**src/rtl/karat_pkg.sv**
```systemverilog
// Shared constants and FSM state type for the restoring divider.
package karat_pkg;

    localparam int KARAT_WIDTH = 16;

    typedef enum logic [1:0] {
        IDLE = 2'd0,
        RUN  = 2'd1,
        DONE = 2'd2
    } state_t;

endpackage

```
**src/rtl/karat_div_step.sv**
```systemverilog
// One restoring-division step: shift in a dividend bit, compare against Y, subtract on success.
module karat_div_step #(
    parameter int WIDTH = 16
) (
    input  logic [WIDTH:0]   rem,
    input  logic             din,
    input  logic [WIDTH-1:0] y,
    output logic [WIDTH:0]   rem_next,
    output logic             qbit
);

    logic [WIDTH:0] shifted;
    logic [WIDTH:0] y_ext;

    // The incoming remainder is always < Y, so its top bit is zero and the shift cannot overflow.
    assign shifted  = {rem[WIDTH-1:0], din};
    assign y_ext    = {1'b0, y};
    assign qbit     = (shifted >= y_ext);
    assign rem_next = qbit ? (shifted - y_ext) : shifted;

endmodule

```
**src/rtl/karat_div.sv**
```systemverilog
// Iterative 2W/W restoring divider with valid/ready handshakes and divide-by-zero / overflow flags.
module karat_div
    import karat_pkg::*;
#(
    parameter int WIDTH = KARAT_WIDTH
) (
    input  logic                 clk,
    input  logic                 rst_n,
    input  logic                 in_valid,
    output logic                 in_ready,
    input  logic [2*WIDTH-1:0]   XY,
    input  logic [WIDTH-1:0]     Y,
    output logic                 out_valid,
    input  logic                 out_ready,
    output logic [WIDTH-1:0]     X,
    output logic [WIDTH-1:0]     R,
    output logic                 dbz,
    output logic                 ovf
);

    localparam int CW = (WIDTH > 1) ? $clog2(WIDTH) : 1;

    state_t            state_reg;
    logic [WIDTH:0]    rem_reg;
    logic [WIDTH-1:0]  dvd_reg;
    logic [WIDTH-1:0]  y_reg;
    logic [CW-1:0]     cnt_reg;
    logic [WIDTH-1:0]  x_reg;
    logic [WIDTH-1:0]  r_reg;
    logic              dbz_reg;
    logic              ovf_reg;

    logic [WIDTH:0]    step_rem;
    logic              step_q;
    logic              accept;
    logic              last_step;

    assign in_ready  = (state_reg == IDLE);
    assign out_valid = (state_reg == DONE);
    assign accept    = in_valid && in_ready;
    assign last_step = (cnt_reg == CW'(WIDTH - 1));

    assign X   = x_reg;
    assign R   = r_reg;
    assign dbz = dbz_reg;
    assign ovf = ovf_reg;

    karat_div_step #(.WIDTH(WIDTH)) u_step (
        .rem      (rem_reg),
        .din      (dvd_reg[WIDTH-1]),
        .y        (y_reg),
        .rem_next (step_rem),
        .qbit     (step_q)
    );

    always_ff @(posedge clk or negedge rst_n) begin
        if (!rst_n) begin
            state_reg <= IDLE;
            rem_reg   <= '0;
            dvd_reg   <= '0;
            y_reg     <= '0;
            cnt_reg   <= '0;
            x_reg     <= '0;
            r_reg     <= '0;
            dbz_reg   <= 1'b0;
            ovf_reg   <= 1'b0;
        end else begin
            case (state_reg)
                IDLE: begin
                    if (accept) begin
                        y_reg   <= Y;
                        cnt_reg <= '0;
                        dbz_reg <= 1'b0;
                        ovf_reg <= 1'b0;
                        if (Y == '0) begin
                            x_reg     <= '1;
                            r_reg     <= XY[WIDTH-1:0];
                            dbz_reg   <= 1'b1;
                            state_reg <= DONE;
                        end else if (XY[2*WIDTH-1:WIDTH] >= Y) begin
                            // Quotient would not fit in WIDTH bits.
                            x_reg     <= '1;
                            r_reg     <= '0;
                            ovf_reg   <= 1'b1;
                            state_reg <= DONE;
                        end else begin
                            rem_reg   <= {1'b0, XY[2*WIDTH-1:WIDTH]};
                            dvd_reg   <= XY[WIDTH-1:0];
                            state_reg <= RUN;
                        end
                    end
                end
                RUN: begin
                    // Dividend bits leave at the top while quotient bits enter at the bottom.
                    rem_reg <= step_rem;
                    dvd_reg <= {dvd_reg[WIDTH-2:0], step_q};
                    cnt_reg <= cnt_reg + CW'(1);
                    if (last_step) begin
                        x_reg     <= {dvd_reg[WIDTH-2:0], step_q};
                        r_reg     <= step_rem[WIDTH-1:0];
                        cnt_reg   <= '0;
                        state_reg <= DONE;
                    end
                end
                DONE: begin
                    if (out_ready) begin
                        state_reg <= IDLE;
                    end
                end
                default: state_reg <= IDLE;
            endcase
        end
    end

endmodule

```
**config.mk**
```make
export PLATFORM = sky130hd
export DESIGN_NAME = karat_div
export DESIGN_NICKNAME = d
export VERILOG_FILES = /design/src/rtl/karat_pkg.sv /design/src/rtl/karat_div_step.sv /design/src/rtl/karat_div.sv
export SDC_FILE = /design/constraint.sdc
export NUM_CORES = 1
export LEC_CHECK = 0
export BUFFER_PORTS_ARGS = -buffer_cell sky130_fd_sc_hd__clkbuf_2
export CAP_MARGIN = 40
export CORE_UTILIZATION = 25
export DETAILED_ROUTE_END_ITERATION = 8
export SLEW_MARGIN = 15
export SYNTH_ARGS = -nofsm -noshare
export SYNTH_HDL_FRONTEND = slang
export SYNTH_SLANG_ARGS = --single-unit
```
**constraint.sdc**
```tcl
create_clock -name clk -period 3.49 [get_ports clk]
set_input_delay 0.349 -clock clk [delete_from_list [all_inputs] [get_ports clk]]
set_output_delay 0.349 -clock clk [all_outputs]
set_load 0.05 [all_outputs]
```
==> results.json <==
{
  "insertion_delay_ns": 0.35,
  "post_cts_resized": 0,
  "drt_iter0_drc": 227,
  "cts_hold_buf": 0,
  "clock.fmax_ghz": 0.347,
  "violations": "hold timing",
  "core_area_mm2": 0.0204,
  "r2r-start": "dvd_reg[15]",
  "setup_total_negative_slack_ns": 0,
  "synthCells": 591,
  "grt-ovfl-total": 0,
  "yosysWarnings": 0,
  "final.setup_skew_ns": 0.00633,
  "synth_area_mm2": 0.00527,
  "fill_cells": 2201,
  "place_hpwl_um": 11800,
  "critPathLaunchType": "flop",
  "synth_top_family_by_area": "compound AO/OA/AOI/OAI gates",
  "finish.utilization_pct": 31.0,
  "fp.dieH_um": 147,
  "whs_ns": -0.00617,
  "syn_to_final_growth_pct": 20.0,
  "gr-usage-met1_pct": 18.9,
  "worstMarginPinSlew_ns": 0.581,
  "die_w_um": 147,
  "syn_avg_cell_area_um2": 8.92,
  "synth_mux_area_share_pct": 7.12,
  "synth-edff-count": 0,
  "use_met3_pct": 3.45,
  "async_reset_ff_share_pct": 100,
  "ios": 88,
  "crit_arrival_ns": 3.11,
  "clkTransAtPathRegs_ns": 0.06,
  "use_met2_pct": 24.2,
  "slew_violations": 0,
  "cp-startpoint": "dvd_reg[15]",
  "ys.flop_type": "dfrtp_1",
  "cts_post_setup_buffers_inserted": 0,
  "clockBufferDepth": 2,
  "routedWlPerCell_um": 16.1,
  "viasPerCell": 4.67,
  "synth_compound_area_share_pct": 20.6,
  "grt.busiest_layer": "met2",
  "critPathKind": "flop to flop",
  "ys_seq_area_share_pct": 41.8,
  "nets": 755,
  "ctsRootBufferMaster": "clkbuf_16",
  "worstSetupEndpointType": "flop",
  "critPathMaxFanout": 3,
  "first_pass_iters": 4,
  "status": "complete, but fails checks",
  "setup_viol": 0,
  "worstPathRequired_ns": 3.71,
  "drc_errors": 0,
  "grt_pass1_vias": 4427,
  "hold_viol_final": 11,
  "finalWirelength_um": 15200,
  "grtUsageTotal_pct": 14.9,
  "grt_antenna_before_repair": 0,
  "cap_viol_max_count": 0,
  "rows": 52,
  "layout_min_cycle_time_ns": 2.88,
  "cts-buffers-inserted": 9,
  "min_path_type": "input port to asynchronous set/reset pin",
  "synth_fp_nets": 677,
  "htreeDepth": 3,
  "synthAdderAreaFrac_pct": 8.21,
  "vias": 4412,
  "synth-simple-area-share_pct": 15.2,
  "relSlewSlack_pct": 61.3,
  "antennaDiodeCount": 0,
  "grt_pass1_wl_um": 24500,
  "cts_sinks": 88,
  "period_share_pct": 82.6,
  "cts_tree": "done",
  "initial_utilization_pct": 25.8,
  "synth_cell_types": 51,
  "io_buffers": 87,
  "die-area_mm2": 0.0217,
  "ys_ff_latch": 88,
  "ant_nets": 0,
  "grt_max_degree": 64,
  "synthXorXnorAreaFrac_pct": 1.83,
  "grt_setup_unrepaired": "false",
  "drive_gt1_share_pct": 18.8,
  "place.gp.congestion": 0.835
}
layer usage:
| layer | vias to the layer above | part of all wire (%) |
|---|---|---|
| met5 | - | 0 |
| met4 | 0 | 2.3 |
| met3 | 19 | 4.5 |
| met2 | 73 | 48 |
| met1 | 2093 | 45 |
| li1 | 2227 | - |
final cells by class:
type	count	area (um2)	share of cell area, %
Clock buffer	12	246	3.90
Clock inverter	4	27.5	0.435
Inverter	36	135	2.14
Multi-Input combinational cell	433	2800	44.3
Sequential cell	88	2200	34.8
Tap cell	270	338	5.34
Timing Repair Buffer	101	576	9.10
final timing paths:
path | to | slack, ns | depth (start not counted)
min in group clk | state_reg[1] | 0.20 | 2
worst max-delay path | R[12] | 0.61 | 11
worst max register to register | R[12] | 0.61 | 11
worst min-delay path | y_reg[2] | -0.006 | 1
max in group asynchronous | X[2] | 2.71 | 2
worst min register to register | X[2] | 0.48 | 2
synthesized netlist by cell type (all sizes together) (6+ instances only):
master / instances / area (um2)
nand3: 8 / 40.0
mux2i: 33 / 330
a21o: 21 / 158
xnor2: 8 / 70.1
nand2: 87 / 327
dfrtp: 88 / 2200
buf: 8 / 45.0
nand2b: 7 / 43.8
ha: 33 / 413
a31oi: 6 / 43.8
clkbuf: 26 / 98.8
inv: 36 / 135
a211oi: 11 / 82.6
o21ai: 80 / 400
nor2: 43 / 161
a2bb2oi: 8 / 70.1
nor2b: 6 / 37.5
a21oi: 20 / 100
cell usage in the layout (no fill, tap or decap), drive strengths merged, types with 7 or more instances in the layout:
cell type	count
clkbuf	98
a2bb2oi	8
buf	15
nand3	8
a21o	21
o21ai	80
ha	33
nand2b	7
a211oi	11
a21oi	20
nand2	87
xnor2	8
inv	37
mux2i	33
nor2	43
dfrtp	88
stage by stage:
| step | hold WS [ns] | setup WS (ns) | instances | cell area [um2] |
|---|---|---|---|---|
| 5_1_grt | 0.0459 | 0.345 | 944 | 6320 |
| 6_report | -0.00617 | 0.607 | 944 | 6320 |
| 2_1_floorplan | 0.0534 | 1.00 | 591 | 5270 |
| 3_3_place_gp | 0.390 | 0.458 | 927 | 6040 |
| 4_1_cts | 0.0125 | 0.629 | 944 | 6320 |
| 3_5_place_dp | 0.391 | 0.477 | 928 | 6050 |
worst max-delay path, stage by stage (launching register included):
cell,delay [ns]
dfrtp_1,0.38
inv_1,0.07
ha_1,0.22
fa_1,0.41
nor2b_1,0.19
o2111ai_1,0.18
and4b_1,0.26
nor3_1,0.32
mux2i_1,0.23
a221oi_1,0.07
a31oi_1,0.33
a21oi_1,0.11
cells by family (layout without fill, tap and decap cells):
group	count (synthesis)	after routing
buffers and inverters	70	153
AND/OR/NAND/NOR	181	181
XOR/XNOR	11	11
flip-flops	88	88
adder cells (fa/ha/maj)	34	34
multiplexers	37	37
AO/OA/AOI/OAI	170	170
Power is not shown: default switching activity piles up to over one toggle a cycle in this logic, so the estimate is an artifact.
